===== config.mk =====
export PLATFORM = sky130hd
export DESIGN_NAME = controle_alarme_flat
export DESIGN_NICKNAME = d
export VERILOG_FILES = /design/src/rtl/controle_alarme_if.sv /design/src/rtl/controle_alarme.sv /design/src/flat_wrapper.sv
export SDC_FILE = /design/constraint.sdc
export NUM_CORES = 1
export LEC_CHECK = 0
export ABC_AREA = 1
export CAP_MARGIN = 15
export CORE_MARGIN = 10
export CORE_UTILIZATION = 51
export DETAILED_ROUTE_END_ITERATION = 16
export PLACE_DENSITY = 0.86
export SETUP_SLACK_MARGIN = 0.1
export SYNTH_ARGS = -nofsm -noshare
export SYNTH_HDL_FRONTEND = slang
export SYNTH_SLANG_ARGS = --single-unit

===== constraint.sdc =====
create_clock -name clk -period 1.9 [get_ports clk]
set_clock_uncertainty 0.1 [all_clocks]
set_input_delay 0.38 -clock clk [delete_from_list [all_inputs] [get_ports clk]]
set_output_delay 0.38 -clock clk [all_outputs]
set_load 0.01 [all_outputs]

===== src/rtl/controle_alarme_if.sv =====
// Keypad/sensor inputs and status outputs of the alarm controller.
// master drives the stimulus side; slave is the controller itself.
interface controle_alarme_if;
   logic       arm;
   logic [3:0] code;
   logic       code_valid;
   logic       detect;
   logic       armed;
   logic       siren;
   logic       locked;
   logic [2:0] state_out;
   logic [1:0] tries;

   modport master (
      output arm, code, code_valid, detect,
      input  armed, siren, locked, state_out, tries
   );

   modport slave (
      input  arm, code, code_valid, detect,
      output armed, siren, locked, state_out, tries
   );
endinterface


===== src/rtl/controle_alarme.sv =====
// Alarm controller: exit/entry/siren timing, keypad disarm and wrong-code lockout.
// Moore outputs, one cycle after the causing input; no backpressure, inputs sampled every cycle.
module controle_alarme #(
   parameter int         EXIT_DELAY  = 8,
   parameter int         ENTRY_DELAY = 8,
   parameter int         SIREN_TIME  = 16,
   parameter logic [3:0] CODE        = 4'hA,
   parameter int         MAX_TRIES   = 3
) (
   input  logic               clk,
   input  logic               reset,
   controle_alarme_if.slave   bus
);

   typedef enum logic [2:0] {
      DESARMADO = 3'd0,
      SAIDA     = 3'd1,
      ARMADO    = 3'd2,
      ENTRADA   = 3'd3,
      DISPARO   = 3'd4,
      BLOQUEIO  = 3'd5
   } state_t;

   localparam logic [7:0] EXIT_LD  = 8'(EXIT_DELAY - 1);
   localparam logic [7:0] ENTRY_LD = 8'(ENTRY_DELAY - 1);
   localparam logic [7:0] SIREN_LD = 8'(SIREN_TIME - 1);
   localparam logic [2:0] MAX_T3   = 3'(MAX_TRIES);
   localparam logic [1:0] MAX_T    = 2'(MAX_TRIES);

   state_t     state_q, state_d;
   logic [7:0] timer_q, timer_d;
   logic [1:0] tries_q, tries_d;

   logic good_code, bad_code, expired, lock_now;

   always_ff @(posedge clk or negedge reset) begin
      if (!reset) begin
         state_q <= DESARMADO;
         timer_q <= 8'd0;
         tries_q <= 2'd0;
      end else begin
         state_q <= state_d;
         timer_q <= timer_d;
         tries_q <= tries_d;
      end
   end

   assign good_code = bus.code_valid && (bus.code == CODE);
   assign bad_code  = bus.code_valid && (bus.code != CODE);
   assign expired   = (timer_q == 8'd0);
   assign lock_now  = bad_code && (({1'b0, tries_q} + 3'd1) >= MAX_T3);

   // Priority inside the armed states: lockout, correct code, timer expiry, detect.
   always_comb begin
      state_d = state_q;
      timer_d = expired ? 8'd0 : timer_q - 8'd1;
      tries_d = tries_q;
      case (state_q)
         DESARMADO: begin
            if (bus.arm) begin
               state_d = SAIDA;
               timer_d = EXIT_LD;
            end
         end
         SAIDA, ARMADO, ENTRADA, DISPARO: begin
            if (lock_now) begin
               state_d = BLOQUEIO;
               tries_d = MAX_T;
               timer_d = 8'd0;
            end else if (good_code) begin
               state_d = DESARMADO;
               tries_d = 2'd0;
               timer_d = 8'd0;
            end else begin
               if (bad_code)
                  tries_d = tries_q + 2'd1;
               case (state_q)
                  SAIDA:   if (expired) state_d = ARMADO;
                  ARMADO: begin
                     if (bus.detect) begin
                        state_d = ENTRADA;
                        timer_d = ENTRY_LD;
                     end
                  end
                  ENTRADA: begin
                     if (expired) begin
                        state_d = DISPARO;
                        timer_d = SIREN_LD;
                     end
                  end
                  DISPARO: if (expired) state_d = ARMADO;
                  default: state_d = DESARMADO;
               endcase
            end
         end
         BLOQUEIO: ;
         default: begin
            state_d = DESARMADO;
            timer_d = 8'd0;
         end
      endcase
   end

   assign bus.armed     = (state_q == ARMADO) || (state_q == ENTRADA) || (state_q == DISPARO);
   assign bus.siren     = (state_q == DISPARO) || (state_q == BLOQUEIO);
   assign bus.locked    = (state_q == BLOQUEIO);
   assign bus.state_out = state_q;
   assign bus.tries     = tries_q;

endmodule


===== src/flat_wrapper.sv =====
// flat-port wrapper written by rule: the top's interface ports become plain ports
module controle_alarme_flat 
#(
   parameter int         EXIT_DELAY  = 8,
   parameter int         ENTRY_DELAY = 8,
   parameter int         SIREN_TIME  = 16,
   parameter logic [3:0] CODE        = 4'hA,
   parameter int         MAX_TRIES   = 3
)
  (clk, reset, bus_arm, bus_code, bus_code_valid, bus_detect, bus_armed, bus_siren, bus_locked, bus_state_out, bus_tries);
  controle_alarme_if bus_i ();
  input  logic clk;
  input  logic reset;
  input wire logic [$bits(bus_i.arm)-1:0] bus_arm;
  input wire logic [$bits(bus_i.code)-1:0] bus_code;
  input wire logic [$bits(bus_i.code_valid)-1:0] bus_code_valid;
  input wire logic [$bits(bus_i.detect)-1:0] bus_detect;
  output wire logic [$bits(bus_i.armed)-1:0] bus_armed;
  output wire logic [$bits(bus_i.siren)-1:0] bus_siren;
  output wire logic [$bits(bus_i.locked)-1:0] bus_locked;
  output wire logic [$bits(bus_i.state_out)-1:0] bus_state_out;
  output wire logic [$bits(bus_i.tries)-1:0] bus_tries;
  assign bus_i.arm = bus_arm;
  assign bus_i.code = bus_code;
  assign bus_i.code_valid = bus_code_valid;
  assign bus_i.detect = bus_detect;
  assign bus_armed = bus_i.armed;
  assign bus_siren = bus_i.siren;
  assign bus_locked = bus_i.locked;
  assign bus_state_out = bus_i.state_out;
  assign bus_tries = bus_i.tries;
  controle_alarme #(.EXIT_DELAY(EXIT_DELAY), .ENTRY_DELAY(ENTRY_DELAY), .SIREN_TIME(SIREN_TIME), .CODE(CODE), .MAX_TRIES(MAX_TRIES)) u_core (.clk(clk), .reset(reset), .bus(bus_i));
endmodule

==> flow_metrics.env, run 1 <==
export IMPL_core_area_um2=1750
export IMPL_ant_nets=0
export IMPL_irDropWorstVdd_uv=897
export IMPL_reg2reg_slack_ps=280
export IMPL_post_route_min_period_ps=1730
export IMPL_grt_pass1_vias=934
export IMPL_synthTopCellsByArea="dfrtp_1 (34%), nand2_1 (15%), nand3_1 (8.4%), inv_1 (7.9%), nor2_1 (5.1%)"
export IMPL_crit_arrival_ps=1250
export IMPL_startpoint_type="flop"
export IMPL_fin_crit_sh_pct=91.0
export IMPL_io_pins=17
export IMPL_fin_cells=191
export IMPL_clock_latency_ps=280
export IMPL_drv_slew=0
export IMPL_p_seq_share_pct=22.9
export IMPL_crit_fanout=5
export IMPL_regArea_um2=328
export IMPL_synth_top_area_share_pct=34.0
export IMPL_utilization_pct=70.7
export IMPL_place_gp_congestion=0.858
export IMPL_power_switching_uw=1070
export IMPL_antenna_found_initial=0
export IMPL_path_clk_slew_ps=80
export IMPL_worstHoldPathType="input port to async pin"
export IMPL_p_leak_uw=0.000686
export IMPL_first_pass_iters=4
export IMPL_post_place_ws_ps=-2.92
export IMPL_clock_path_buffers=2
export IMPL_dpl_cell_area_um2=1170
export IMPL_portBuffers=16
export IMPL_p_int_uw=1040
export IMPL_cpPeakStageDelay_ps=410
export IMPL_synth_area_um2=956
export IMPL_p_per_area_nw_per_um2=1710
export IMPL_tightest_slew_ps=290
export IMPL_diodes=0
export IMPL_layout_drive_gt1_share_pct=20.5
export IMPL_hold_ws_ps=305
export IMPL_die_h_um=63.3
export IMPL_clock_sinks=13
export IMPL_rsz0062_at_grt="true"
export IMPL_finalSetupViolCount=0
export IMPL_grt_first_pass_wirelength_um=3870
export IMPL_place_hpwl_um=1770
export IMPL_finalWirelength_um=2250
export IMPL_dp_cells=184
export IMPL_ys_warn_count=0
export IMPL_synth_seq_cells=13
export IMPL_syn_num_nets=152
export IMPL_drt_iter0_markers=35
export IMPL_fin_nets=179
export IMPL_crit_required_ps=1420
export IMPL_final_cell_area_um2=1230
export IMPL_gr_total_overflow=0
export IMPL_fmax_mhz=579
export IMPL_multi_input_area_um2=572
export IMPL_synthCells=140
export IMPL_rows=15
export IMPL_endpoint_kind="primary output"
export IMPL_wl_per_cell_um=11.8
export IMPL_path_cells="buf_4 -> nor2_4 -> nand2_4 -> nand2_1 -> clkbuf_2"
export IMPL_grt_max_degree=14
export IMPL_layout_common_cells="nand2_1 (37), inv_1 (19), nand3_1 (15)"
export IMPL_yosysUniqueCellTypes=23
export IMPL_yosysTopAreaCell="dfrtp_1"
export IMPL_die_area_um2=4010
export IMPL_root_buffer="clkbuf_4"
export IMPL_syn_area_per_cell_um2=6.83
export IMPL_vias=964
export IMPL_outcome="finished, final reports clean"
export IMPL_route_detailed_drc=0
export IMPL_p_clk_share_pct=8.5
export IMPL_start_util_pct=54.8
export IMPL_crit_type="flop to primary output"
export IMPL_cts_inserted_buffers=3
export IMPL_comb_power_share_pct=68.6
export IMPL_cts_tree="yes"
export IMPL_die_x_um=63.3
export IMPL_slew_headroom_pct=80.6
export IMPL_layout_setup_ws_ps=171
export IMPL_ys_seq_area_share_pct=34.0
export IMPL_viasPerCell=5.05
export IMPL_critPathSlowestCell="dfrtp_1"
export IMPL_final_hold_viol_count=0
export IMPL_cap_viol_max_count=0
export IMPL_grt_use_total_pct=11.6
export IMPL_area_growth_pct=29.1
export IMPL_layout_commonest_cell="nand2_1"
export IMPL_fill_cells=154
export IMPL_htree_levels=1
export IMPL_p_sw_share_pct=50.7
[per-layer routing]
layer	vias up	global-route usage (%)	wire length [um]
met4	0	4.92	35
met3	5	3.18	124
li1	495	-	-
met1	431	12.7	974
met2	33	20.4	1120
met5	-	0	0
[synthesized netlist by cell type]
cell type	count
a22oi_1	1
o22ai_1	1
nand2_4	1
nand4_1	1
nand3_2	3
mux2_1	1
nor2_1	13
o21ai_0	7
xor2_1	2
o21ai_1	1
nand2_1	39
o21a_1	1
nor2_4	2
inv_2	3
ha_1	3
a31oi_1	1
nand3_1	16
nand3b_1	1
nand2_2	5
a21oi_1	4
nor2_2	1
dfrtp_1	13
inv_1	20
[power by group through the flow]
stage                     Clock (uW)  Combinational, uW  Sequential, uW
after floorplan                    0                952             517
after global placement             0               1330             491
after detailed placement           0               1370             497
after CTS                        177               1420             480
after global routing             201               1670             500
final                            178               1450             484
[state kept, by name, indices dropped and copies added (netlist names)]
| name | flops |
|---|---|
| u_core.bus.state_out | 3 |
| u_core.bus.tries | 2 |
| u_core.timer_q | 8 |
[per-stage QoR]
step | total power, uW | setup TNS, ps
3_5_place_dp | 1870 | -4.06
2_1_floorplan | 1470 | 0
3_3_place_gp | 1820 | 0
6_report | 2110 | 0
4_1_cts | 2080 | 0
5_1_grt | 2370 | 0
[critical path, delay by kind of cell, from the launching register on]
family | cells | cell delay, ps
buffers and inverters | 2 | 280
DFF | 1 | 410
and+or+nand+nor | 3 | 280
[area by class of cell]
type                    instances  area share (%)
multi-input cells             104            46.3
flip-flops and latches         13            26.6
clock buffers                   4            2.13
well taps                      25            2.54
inverters                      23            7.00
repair buffers                 22            15.4
[logic make-up (layout without fill, tap and decap cells)]
family                   count (synthesis)  after routing  synth area share, %
AND/OR/NAND/NOR                         82             82                 40.8
buffers and inverters                   23             49                 9.03
AO/OA/AOI/OAI                           16             16                 9.16
flip-flops                              13             13                 34.0
adder cells (fa/ha/maj)                  3              3                 3.93
XOR/XNOR                                 2              2                 1.83
multiplexers                             1              1                 1.18
[timing repair]
action / CTS / global route
hold endpoints to repair: 0 / 0
pin swaps: 0 / 2
gates resized for setup: 9 / 12
setup endpoints to repair: 10 / 11
buffers inserted: 3 / 0
hold buffers: 0 / 0
[worst paths after layout]
| path | from | to | cells past startpoint |
|---|---|---|---|
| worst max-delay path | u_core.bus.state_out[0] | bus_siren | 5 |
| worst min-delay path | reset | u_core.timer_q[2] | 2 |
| worst max register to register | u_core.bus.tries[0] | u_core.timer_q[7] | 10 |
| worst min register to register | u_core.bus.tries[1] | u_core.bus.tries[1] | 1 |
| max in group asynchronous | reset | u_core.bus.state_out[2] | 2 |
| min in group clk | u_core.bus.tries[1] | u_core.bus.tries[1] | 1 |
No activity file was read; power rests on OpenSTA's default activity.
==> run 2, diff against run 1 <==
--- a/config.mk
+++ b/config.mk
@@ -9,6 +9,7 @@
 export CAP_MARGIN = 15
 export CORE_MARGIN = 10
 export CORE_UTILIZATION = 51
+export CTS_CLUSTER_SIZE = 10
 export DETAILED_ROUTE_END_ITERATION = 16
 export PLACE_DENSITY = 0.86
 export SETUP_SLACK_MARGIN = 0.1
==> results of run 2 <==
Same layout as run 1: the final DEF is identical, and so are final timing and power.
==> run 3, diff against run 2 <==
--- a/config.mk
+++ b/config.mk
@@ -7,12 +7,16 @@
 export LEC_CHECK = 0
 export ABC_AREA = 1
 export CAP_MARGIN = 15
+export CELL_PAD_IN_SITES_DETAIL_PLACEMENT = 0
+export CELL_PAD_IN_SITES_GLOBAL_PLACEMENT = 1
+export CORE_ASPECT_RATIO = 1.5
 export CORE_MARGIN = 10
-export CORE_UTILIZATION = 51
+export CORE_UTILIZATION = 36
 export CTS_CLUSTER_SIZE = 10
 export DETAILED_ROUTE_END_ITERATION = 16
-export PLACE_DENSITY = 0.86
+export PLACE_DENSITY_LB_ADDON = 0.3
 export SETUP_SLACK_MARGIN = 0.1
+export SLEW_MARGIN = 10
 export SYNTH_ARGS = -nofsm -noshare
 export SYNTH_HDL_FRONTEND = slang
 export SYNTH_SLANG_ARGS = --single-unit
==> flow_metrics.env, run 3 (synthesis results as in run 1) <==
export IMPL_outcome="finished, final reports clean"
export IMPL_reg2reg_to="u_core.bus.state_out[0]"
export IMPL_layout_setup_ws_ps=169
export IMPL_post_route_min_period_ps=1730
export IMPL_worstHoldPathType="input port to async pin"
export IMPL_viasPerCell=4.66
export IMPL_fin_nets=182
export IMPL_root_buffer="clkbuf_4"
export IMPL_die_x_um=62.1
export IMPL_grt_first_pass_wirelength_um=4030
export IMPL_dpl_cell_area_um2=1200
export IMPL_slew_headroom_pct=82.3
export IMPL_finalSetupViolCount=0
export IMPL_ant_nets=0
export IMPL_endpoint_kind="primary output"
export IMPL_worstRegToRegCells=11
export IMPL_clock_path_buffers=2
export IMPL_utilization_pct=50.5
export IMPL_gr_total_overflow=0
export IMPL_cap_viol_max_count=0
export IMPL_layout_commonest_cell="nand2_1"
export IMPL_tightest_slew_ps=265
export IMPL_first_pass_iters=2
export IMPL_place_hpwl_um=1870
export IMPL_p_per_area_nw_per_um2=1650
export IMPL_core_area_um2=2500
export IMPL_grt_pass1_vias=1007
export IMPL_largest_register_ffs=8
export IMPL_finalWirelength_um=2200
export IMPL_layout_common_cells="nand2_1 (38), inv_1 (20), nand3_1 (15)"
export IMPL_regMostFlops="u_core.timer_q"
export IMPL_path_clk_slew_ps=80
export IMPL_fin_cells=205
export IMPL_holdBufCountCts=0
export IMPL_layout_drive_gt1_share_pct=18.9
export IMPL_fmax_mhz=578
export IMPL_crit_required_ps=1420
export IMPL_crit_fanout=4
export IMPL_crit_arrival_ps=1250
export IMPL_fill_cells=258
export IMPL_drv_slew=0
export IMPL_grt_use_total_pct=9.77
export IMPL_start_util_pct=38.2
export IMPL_startpoint_type="flop"
export IMPL_fin_crit_sh_pct=91.1
export IMPL_regArea_um2=329
export IMPL_rows=22
export IMPL_tns_ps=0
export IMPL_wl_per_cell_um=10.7
export IMPL_drt_iter0_markers=22
export IMPL_htree_levels=1
export IMPL_r2r_start="u_core.timer_q[0]"
export IMPL_post_place_ws_ps=19.8
export IMPL_cts_tree="yes"
export IMPL_multi_input_area_um2=557
export IMPL_final_cell_area_um2=1270
export IMPL_startpoint="u_core.bus.state_out[0]"
export IMPL_reg2reg_slack_ps=280
export IMPL_diodes=0
export IMPL_io_pins=17
export IMPL_grt_max_degree=14
export IMPL_p_leak_uw=0.000690
export IMPL_rsz0062_at_grt="false"
export IMPL_clock_sinks=13
export IMPL_place_gp_congestion=0.784
export IMPL_dp_cells=197
export IMPL_final_hold_viol_count=0
export IMPL_die_h_um=83.1
export IMPL_area_growth_pct=32.5
export IMPL_portBuffers=16
export IMPL_irDropWorstVdd_uv=687
export IMPL_route_detailed_drc=0
export IMPL_vias=956
export IMPL_clock_latency_ps=270
export IMPL_crit_type="flop to primary output"
export IMPL_cts_inserted_buffers=3
export IMPL_antenna_found_initial=0
export IMPL_die_area_um2=5160
run 3: where the power goes:
part           switching, uW  internal [uW]
logic                    858            581
registers               82.1            397
clock network           89.0           81.2
run 3: cell type report:
| cell class | count | share of cell area, % |
|---|---|---|
| multi-input combinational | 104 | 44.0 |
| sequential | 13 | 26.0 |
| timing repair buffer | 25 | 17.6 |
| inverter | 23 | 6.82 |
| tap | 36 | 3.56 |
| clock buffer | 4 | 2.08 |
run 3: worst max path at each step:
stage / endpoint / slack, ps
after floorplan: u_core.bus.state_out[0] / 310
after global placement: u_core.bus.tries[1] / 50
after detailed placement: u_core.bus.tries[1] / 20
after CTS: bus_siren / 90
after global routing: u_core.bus.state_out[0] / 110
final: bus_locked / 170
run 3: worst max-delay path, stage by stage (launching register included):
cell and delay [ps]:
dfrtp_2 430, buf_4 160, nand3_2 80, inv_1 40, dlygate4sd2_1 270
run 3: metal layers:
layer / share of wire, % / vias to the layer above / wire, um / global-route usage [%]
met1: 38 / 437 / 845 / 9.07
met3: 2.4 / 4 / 52 / 1.83
li1: - / 506 / - / -
met4: 1.4 / 0 / 31 / 3.66
met5: 0 / - / 0 / 0
met2: 58 / 9 / 1270 / 18.9
run 3: metrics by stage:
step / hold WS [ps] / total power, uW
final: 306 / 2090
after global routing: 307 / 2360
after CTS: 306 / 2100
after detailed placement: 463 / 1900
after global placement: 442 / 1880
after floorplan: -15.6 / 1470
run 3: timing repair:
| item | CTS | global route |
|---|---|---|
| cloned | 0 | 0 |
| gates resized for setup | 9 | 6 |
| setup buffers | 4 | 0 |
| endpoints found under the setup margin | 6 | 10 |
